**src/rtl/vga_vram_arbiter_pkg.sv**
```systemverilog
// Raster geometry, frame-buffer constants and grant encodings
// shared by the VRAM arbiter and its write FIFO.
package vga_vram_arbiter_pkg;

  localparam int RESOL_X    = 640;
  localparam int RESOL_Y    = 480;
  localparam int H_TOTAL    = 800;
  localparam int V_TOTAL    = 521;
  localparam int CELL_SHIFT = 2;
  localparam int FB_W       = 160;
  localparam int FB_H       = 120;
  localparam int FB_CELLS   = FB_W * FB_H;

  localparam logic [2:0] RGB_BLACK = 3'b000;

  localparam logic [1:0] GNT_NONE = 2'b00;
  localparam logic [1:0] GNT_DISP = 2'b01;
  localparam logic [1:0] GNT_CPU  = 2'b10;

  typedef enum logic [1:0] {
    ST_IDLE,
    ST_DISP,
    ST_CPU
  } gnt_state_e;

endpackage

```
**src/rtl/vram_wr_fifo.sv**
```systemverilog
// Synchronous FIFO buffering CPU cell writes (address + colour)
// until the arbiter finds a free RAM slot.
import vga_vram_arbiter_pkg::*;

module vram_wr_fifo #(
  parameter int DEPTH = 4,
  parameter int AW    = 15,
  parameter int DW    = 3
) (
  input  logic          clk_i,
  input  logic          rst_i,
  input  logic          push_i,
  input  logic          pop_i,
  input  logic [AW-1:0] wr_addr_i,
  input  logic [DW-1:0] wr_data_i,
  output logic [AW-1:0] rd_addr_o,
  output logic [DW-1:0] rd_data_o,
  output logic          full_o,
  output logic          empty_o
);

  localparam int PW = (DEPTH > 1) ? $clog2(DEPTH) : 1;
  localparam int CW = PW + 1;

  logic [AW-1:0] addr_mem [DEPTH];
  logic [DW-1:0] data_mem [DEPTH];

  logic [PW-1:0] wp_q, wp_d;
  logic [PW-1:0] rp_q, rp_d;
  logic [CW-1:0] cnt_q, cnt_d;
  logic          do_push;
  logic          do_pop;

  assign full_o  = (cnt_q == CW'(DEPTH));
  assign empty_o = (cnt_q == '0);
  assign do_push = push_i && !full_o;
  assign do_pop  = pop_i && !empty_o;

  // Pointers wrap naturally because DEPTH is a power of two.
  always_comb begin
    wp_d  = wp_q + PW'(do_push);
    rp_d  = rp_q + PW'(do_pop);
    cnt_d = cnt_q + CW'(do_push) - CW'(do_pop);
  end

  always_ff @(posedge clk_i) begin
    if (rst_i) begin
      wp_q  <= '0;
      rp_q  <= '0;
      cnt_q <= '0;
    end else begin
      wp_q  <= wp_d;
      rp_q  <= rp_d;
      cnt_q <= cnt_d;
    end
  end

  always_ff @(posedge clk_i) begin
    if (do_push) begin
      addr_mem[wp_q] <= wr_addr_i;
      data_mem[wp_q] <= wr_data_i;
    end
  end

  assign rd_addr_o = addr_mem[rp_q];
  assign rd_data_o = data_mem[rp_q];

endmodule

```
**src/rtl/vga_vram_arbiter.sv**
```systemverilog
// Shares one single-port VRAM between VGA pixel fetch and a
// FIFO-buffered CPU write port; owns the RGB/sync output pipeline.
import vga_vram_arbiter_pkg::*;

module vga_vram_arbiter #(
  parameter int ADDR_W     = 15,
  parameter int DATA_W     = 3,
  parameter int FIFO_DEPTH = 4
) (
  input  logic              Clock,
  input  logic              Reset,
  input  logic              iPixelEnable,
  input  logic [9:0]        iCont_X,
  input  logic [9:0]        iCont_Y,
  input  logic              iH_Sync,
  input  logic              iV_Sync,
  input  logic              iWrValid,
  input  logic [ADDR_W-1:0] iWrAddr,
  input  logic [DATA_W-1:0] iWrData,
  output logic              oWrReady,
  output logic [ADDR_W-1:0] oRamAddr,
  output logic              oRamWe,
  output logic [DATA_W-1:0] oRamWData,
  input  logic [DATA_W-1:0] iRamRData,
  output logic [DATA_W-1:0] oRGB,
  output logic              oH_Sync,
  output logic              oV_Sync,
  output logic [1:0]        oGrant,
  output logic              oAddrErr
);

  gnt_state_e state_q, state_d;

  logic [ADDR_W-1:0] addr_q;
  logic [DATA_W-1:0] rdata_q;
  logic [DATA_W-1:0] rgb_q;
  logic              hs_q;
  logic              vs_q;
  logic              err_q;

  logic              active;
  logic              disp_slot;
  logic              cpu_slot;
  logic [ADDR_W-1:0] row_w;
  logic [ADDR_W-1:0] col_w;
  logic [ADDR_W-1:0] disp_addr;

  logic              push;
  logic              pop;
  logic              full;
  logic              empty;
  logic [ADDR_W-1:0] head_addr;
  logic [DATA_W-1:0] head_data;
  logic              head_bad;
  logic              err_set;

  logic [ADDR_W-1:0] ram_addr;
  logic              ram_we;
  logic [DATA_W-1:0] ram_wdata;
  logic [1:0]        grant;

  // Illegal counter values fall outside both bounds and blank.
  assign active = (iCont_X < 10'(RESOL_X)) &&
                  (iCont_Y < 10'(RESOL_Y)) &&
                  (iCont_X < 10'(H_TOTAL)) &&
                  (iCont_Y < 10'(V_TOTAL));

  assign row_w     = ADDR_W'(iCont_Y >> CELL_SHIFT);
  assign col_w     = ADDR_W'(iCont_X >> CELL_SHIFT);
  assign disp_addr = row_w * ADDR_W'(FB_W) + col_w;

  assign disp_slot = !Reset && iPixelEnable && active;
  assign cpu_slot  = !Reset && !disp_slot && !empty;

  assign oWrReady = !full;
  assign push     = iWrValid && oWrReady && !Reset;
  assign head_bad = (head_addr >= ADDR_W'(FB_CELLS));

  vram_wr_fifo #(
    .DEPTH (FIFO_DEPTH),
    .AW    (ADDR_W),
    .DW    (DATA_W)
  ) u_fifo (
    .clk_i     (Clock),
    .rst_i     (Reset),
    .push_i    (push),
    .pop_i     (pop),
    .wr_addr_i (iWrAddr),
    .wr_data_i (iWrData),
    .rd_addr_o (head_addr),
    .rd_data_o (head_data),
    .full_o    (full),
    .empty_o   (empty)
  );

  always_comb begin
    state_d = ST_IDLE;
    unique case (1'b1)
      disp_slot: state_d = ST_DISP;
      cpu_slot:  state_d = ST_CPU;
      default:   state_d = ST_IDLE;
    endcase
  end

  always_comb begin
    ram_addr  = addr_q;
    ram_we    = 1'b0;
    ram_wdata = '0;
    pop       = 1'b0;
    err_set   = 1'b0;
    grant     = GNT_NONE;
    unique case (state_d)
      ST_DISP: begin
        ram_addr = disp_addr;
        grant    = GNT_DISP;
      end
      ST_CPU: begin
        pop       = 1'b1;
        grant     = GNT_CPU;
        ram_addr  = head_addr;
        ram_wdata = head_data;
        ram_we    = !head_bad;
        err_set   = head_bad;
      end
      default: ;
    endcase
  end

  // The read issued in a DISP cycle returns during the next cycle.
  always_ff @(posedge Clock) begin
    if (Reset) begin
      state_q <= ST_IDLE;
      addr_q  <= '0;
      rdata_q <= '0;
      rgb_q   <= '0;
      hs_q    <= 1'b1;
      vs_q    <= 1'b1;
      err_q   <= 1'b0;
    end else begin
      state_q <= state_d;
      addr_q  <= ram_addr;
      if (state_q == ST_DISP) rdata_q <= iRamRData;
      if (iPixelEnable) begin
        rgb_q <= active ? rdata_q : DATA_W'(RGB_BLACK);
        hs_q  <= iH_Sync;
        vs_q  <= iV_Sync;
      end
      if (err_set) err_q <= 1'b1;
    end
  end

  assign oRamAddr  = ram_addr;
  assign oRamWe    = ram_we;
  assign oRamWData = ram_wdata;
  assign oGrant    = grant;
  assign oRGB      = rgb_q;
  assign oH_Sync   = hs_q;
  assign oV_Sync   = vs_q;
  assign oAddrErr  = err_q;

endmodule

```
**config.mk**
```make
export PLATFORM = sky130hd
export DESIGN_NAME = vga_vram_arbiter
export DESIGN_NICKNAME = d
export VERILOG_FILES = /design/src/rtl/vga_vram_arbiter_pkg.sv /design/src/rtl/vram_wr_fifo.sv /design/src/rtl/vga_vram_arbiter.sv
export SDC_FILE = /design/constraint.sdc
export NUM_CORES = 1
export LEC_CHECK = 0
export CORE_MARGIN = 5
export CORE_UTILIZATION = 25
export DETAILED_ROUTE_END_ITERATION = 10
export PLACE_DENSITY_LB_ADDON = 0.3
export REMOVE_ABC_BUFFERS = 1
export SYNTH_ARGS = -nofsm -noshare
export SYNTH_HDL_FRONTEND = slang
export SYNTH_SLANG_ARGS = --single-unit
export TNS_END_PERCENT = 5
```
**constraint.sdc**
```tcl
create_clock -name Clock -period 6.4 [get_ports Clock]
set_clock_uncertainty 0.1 [all_clocks]
set_input_delay 1.92 -clock Clock [delete_from_list [all_inputs] [get_ports Clock]]
set_output_delay 1.92 -clock Clock [all_outputs]
set_load 0.1 [all_outputs]
```
==> qor.yml, run 1 <==
tns_ns: 0
drive_gt1_share_pct: 29.9
final_cell_mix: "72 x edfxtp_1, 45 x buf_4, 43 x clkdlybuf4s50_1"
yosysWarnings: 0
ys_seq_area_share_pct: 61.0
rr_worst_depth: 13
core_area_um2: 18100
synth.area.mux_share_pct: 9.40
io_pins: 75
cts-root-buf: "clkbuf_16"
crit_fanout: 2
worst_slew_pin_slew_ns: 1.09
clk_latency_ns: 0.34
final_common_cell: "edfxtp_1"
end_kind: "output pin"
avgSynthCellArea_um2: 14.2
synth_cell_type_count: 48
vias: 2982
r2r-end: "u_fifo.cnt_q[2]"
gp_congestion: 0.736
grt_use_total_pct: 10.4
p_total_mw: 2.11
drc: 0
synth_compound_area_share_pct: 7.54
r2r_slack_ns: 3.59
critPathArrivalTime_ns: 4.36
timing.rr.start: "u_fifo.cnt_q[2]"
min_to: "oRGB[0]"
num_antenna_cells: 0
drtPass1Iterations: 4
ir_worst_vdd_v: 0.000177
synth_top_family_by_area: "simple AND/OR/NAND/NOR gates"
path_clk_slew_ns: 0.07
max_cap_viol_count: 0
min_from: "oRGB[0]"
synth-xor-area-share_pct: 3.00
grt_max_degree: 25
hp-class: "flop to flop"
synth-simple-area-share_pct: 10.6
drt_iter0_markers: 100
crit_type: "input pin to output pin"
dieArea_um2: 21300
timing.slew.headroom_pct: 27.2
final_net_count: 510
syn_area_um2: 4630
hold_buffers: 0
period_minus_slack_ns: 6.38
grt_overflow: 0
via_per_inst: 4.42
hold_viol_final: 0
first_global_vias: 3238
area_growth_pct: 41.5
antenna_found_initial: 0
ant_nets: 0
synth-edff-count: 72
place_hpwl_um: 7740
timing.final.max_slew_violations: 0
cts_made_buffers: 9
holdPathStages: 1
routedWlPerCell_um: 16.2
rsz0062_at_grt: "yes"
crit_required_ns: 4.38
synthArstFlopShare_pct: 0
synth-seq-cells: 105
dieWidth_um: 146
io_buffers: 70
num_rows: 49
start_kind: "input pin"
die_height_um: 146
outcome: "finished clean"
powerDensity_nw_per_um2: 322
h-tree-depth: 3
synth_adder_area_share_pct: 6.70
yosys_most_used_dff: "edfxtp_1"
hold_slack_ns: 0.382
drt_wl_total_um: 10900
synthCells: 325
cts_buffer_depth: 2
fin_crit_sh_pct: 99.6
start_util_pct: 25.6
cts_tree: "built"
total_leakage_power_nw: 2.34
numClockSinks: 105
setup_viol: 0
grt_pass1_wl_um: 17400
fmax_mhz: 157
==> metrics by stage <==
step	area [µm²]	setup slack (ns)	cells	util, %
2_1_floorplan	4580	-0.867	313	-
4_1_cts	6530	0.00931	674	36.1
6_report	6550	0.0239	674	36.2
3_3_place_gp	6150	-0.457	658	34.0
3_5_place_dp	6150	-0.427	658	34.0
5_1_grt	6550	-0.103	674	36.2
==> sequential cells by signal, summed over array words and instances (netlist names) <==
name,flops
u_fifo.cnt_q,3
u_fifo.rp_q,2
state_q,2
oRGB,3
u_fifo.wp_q,2
addr_q,15
u_fifo.addr_mem,60
oAddrErr,1
u_fifo.data_mem,12
rdata_q,3
oH_Sync,1
oV_Sync,1
==> where the power goes <==
group          switching [mW]  leakage (nW)  internal, mW
clock network           0.258         0.138         0.273
logic                   0.464          1.29         0.328
registers              0.0211         0.922         0.769
==> critical path, stage by stage <==
cell and delay, ns:
clkdlybuf4s50_1 0.50, ha_1 0.24, ha_1 0.31, nor2b_1 0.16, a221oi_2 0.27, o311ai_2 0.17, buf_4 0.16, xor2_1 0.16
a21oi_1 0.16, buf_4 0.14, buf_12 0.16
==> cell usage after synthesis, types with 4 or more instances <==
cell type	number	share of area (%)
clkbuf_1	8	0.65
a21oi_1	7	0.76
a22oi_1	10	1.6
nand3_1	4	0.43
nor2_1	19	1.5
edfxtp_1	72	47
xnor2_1	8	1.5
dfxtp_1	33	14
inv_1	9	0.73
nor2b_1	20	2.7
xor2_1	6	1.1
a211o_1	4	0.76
mux4_2	18	8.8
nand2_1	21	1.7
o21ai_1	9	0.97
nand2b_1	5	0.68
ha_1	20	5.4
==> timing repair <==
item,in CTS,in global routing
gates resized for setup,31,7
setup buffers,0,0
hold endpoints to repair,0,0
setup endpoints to repair,5,16
pin swaps,9,5
==> layer usage <==
metal	GRT usage [%]	vias up	share of wire [%]
met5	0	-	0
met4	2.96	0	0.93
met2	18.4	59	52
met3	2.79	7	4.8
met1	12.6	1462	43
li1	-	1454	-
==> how the worst max path moves through the flow <==
stage / cells after the start / start / slack, ns / to
2_1_floorplan: 6 / iCont_X[7] / -0.87 / oRamAddr[10]
3_3_place_gp: 11 / iCont_Y[3] / -0.46 / oRamAddr[14]
3_5_place_dp: 11 / iCont_Y[5] / -0.43 / oRamAddr[14]
4_1_cts: 11 / iCont_Y[4] / 0.009 / oRamAddr[12]
5_1_grt: 11 / iCont_Y[9] / -0.10 / oRamAddr[13]
6_report: 11 / iCont_Y[9] / 0.02 / oRamAddr[13]
==> cell families after synthesis <==
| group | count (synthesis) |
|---|---|
| AO/OA/AOI/OAI | 50 |
| XOR/XNOR | 15 |
| adder cells (fa/ha/maj) | 23 |
| buffers and inverters | 21 |
| flip-flops | 105 |
| multiplexers | 21 |
| AND/OR/NAND/NOR | 90 |
==> area by class of cell <==
cell class | instances | area (µm²)
inverter | 9 | 33.8
timing repair buffer | 116 | 1260
clock inverter | 6 | 56.3
fill | 1752 | 11500
tap | 229 | 287
multi-input combinational | 199 | 1870
clock buffer | 10 | 229
sequential | 105 | 2820
Note: power is estimated with default switching activity, not from simulation.
==> run 2, diff against run 1 <==
--- a/config.mk
+++ b/config.mk
@@ -5,7 +5,6 @@
 export SDC_FILE = /design/constraint.sdc
 export NUM_CORES = 1
 export LEC_CHECK = 0
-export CORE_MARGIN = 5
 export CORE_UTILIZATION = 25
 export DETAILED_ROUTE_END_ITERATION = 10
 export PLACE_DENSITY_LB_ADDON = 0.3
==> qor.yml, run 2 (synthesized netlist as in run 1, its figures left out) <==
die_height_um: 138
fin_crit_sh_pct: 98.7
timing.final.max_slew_violations: 0
timing.slew.headroom_pct: 26.0
first_global_vias: 3138
worst_slew_pin_slew_ns: 1.11
num_antenna_cells: 0
place_hpwl_um: 7280
io_pins: 75
drtPass1Iterations: 7
final_cell_mix: "72 x edfxtp_1, 46 x buf_4, 42 x clkdlybuf4s50_1"
p_int_mw: 1.38
cts_tree: "built"
num_rows: 49
end_kind: "output pin"
period_minus_slack_ns: 6.32
crit_type: "input pin to output pin"
grt_pass1_wl_um: 16800
grt_max_degree: 25
combPwrFrac_pct: 38.0
top_register: "u_fifo.addr_mem"
start_kind: "input pin"
drc: 15
fmax_mhz: 158
dieArea_um2: 19100
antenna_found_initial: 0
max_cap_viol_count: 0
drt_iter0_markers: 112
drt_wl_total_um: 10500
critPathArrivalTime_ns: 4.30
setup_viol: 0
hp-class: "flop to flop"
rsz0062_at_grt: "yes"
place_ws_ns: -0.515
final_net_count: 512
total_leakage_power_nw: 2.37
crit_required_ns: 4.38
outcome: "complete, but fails checks"
vias: 2996
numClockSinks: 105
cts_buffer_depth: 2
core_area_um2: 18100
pwr-share-seq_pct: 37.3
crit_fanout: 2
hold_viol_final: 0
powerDensity_nw_per_um2: 319
start_util_pct: 25.6
grt_use_total_pct: 11.5
gp_congestion: 0.747
drive_gt1_share_pct: 30.4
p_switching_mw: 0.738
io_buffers: 70
path_clk_slew_ns: 0.07
dieWidth_um: 138
hold_slack_ns: 0.380
cts-root-buf: "clkbuf_16"
switching_share_pct: 34.9
p_clk_share_pct: 24.7
area_growth_pct: 43.0
h-tree-depth: 3
cts_made_buffers: 9
largest_reg_flops: 60
ant_nets: 0
clk_latency_ns: 0.34
final_common_cell: "edfxtp_1"
failed_checks: "design-rule violations"
setup_ws_ns: 0.0814
via_per_inst: 4.43
routedWlPerCell_um: 15.6
grt_overflow: 0
reg_top3: "u_fifo.addr_mem (60), addr_q (15), u_fifo.data_mem (12)"
ir_worst_vdd_v: 0.000146
run 2: critical path, stage by stage:
cell and delay, ns:
dlygate4sd2_1 0.26, buf_4 0.14, ha_1 0.29, ha_1 0.30, nor2b_2 0.18, a221oi_4 0.26, o311ai_4 0.15, buf_4 0.17
xor2_2 0.18, a21oi_2 0.15, buf_4 0.14, buf_12 0.16
run 2: area by class of cell:
type | instances | area (µm²)
Clock buffer | 11 | 233
Clock inverter | 5 | 46.3
Fill cell | 1700 | 11500
Inverter | 9 | 33.8
Multi-Input combinational cell | 199 | 1920
Sequential cell | 105 | 2820
Tap cell | 229 | 287
Timing Repair Buffer | 118 | 1280
run 2: power groups by stage:
stage,registers (mW),clock network (mW),logic [mW]
after floorplan,0.820,0,0.444
after global placement,0.802,0,0.769
after detailed placement,0.805,0,0.776
after CTS,0.790,0.538,0.805
after global routing,0.794,0.565,0.851
final,0.789,0.521,0.803
run 2: final timing paths:
check	cells after the start	slack (ns)	to	start
worst max-delay path	12	0.08	oRamAddr[13]	iCont_Y[7]
worst min-delay path	1	0.38	oRGB[1]	rdata_q[1]
worst max register to register	14	3.53	u_fifo.cnt_q[2]	u_fifo.cnt_q[2]
worst min register to register	1	0.38	oRGB[1]	rdata_q[1]
run 2: per-layer routing:
metal	routed length, µm	track usage, %	part of all wire (%)	up-vias
li1	-	-	-	1452
met1	4690	14.3	45	1472
met4	64	2.84	0.61	0
met2	5310	20.1	50	68
met5	0	0	0	-
met3	456	2.84	4.3	4
run 2: repair_timing:
action                                  4_1_cts  5_1_grt
gates resized for setup                      36       10
pin swaps                                     9        5
endpoints found under the setup margin        6       14
setup buffers                                 2        0
hold buffers                                  0        0
run 2: stage by stage:
step / utilization, % / total power, mW / area, µm² / TNS (ns) / cells
3_5_place_dp: 34.1 / 1.58 / 6160 / -2.17 / 658
5_1_grt: 36.6 / 2.21 / 6620 / -0.0248 / 676
2_1_floorplan: - / 1.26 / 4580 / -10.80 / 313
3_3_place_gp: 34.1 / 1.57 / 6160 / -1.99 / 658
4_1_cts: 36.5 / 2.13 / 6600 / 0 / 676
6_report: 36.6 / 2.11 / 6620 / 0 / 676
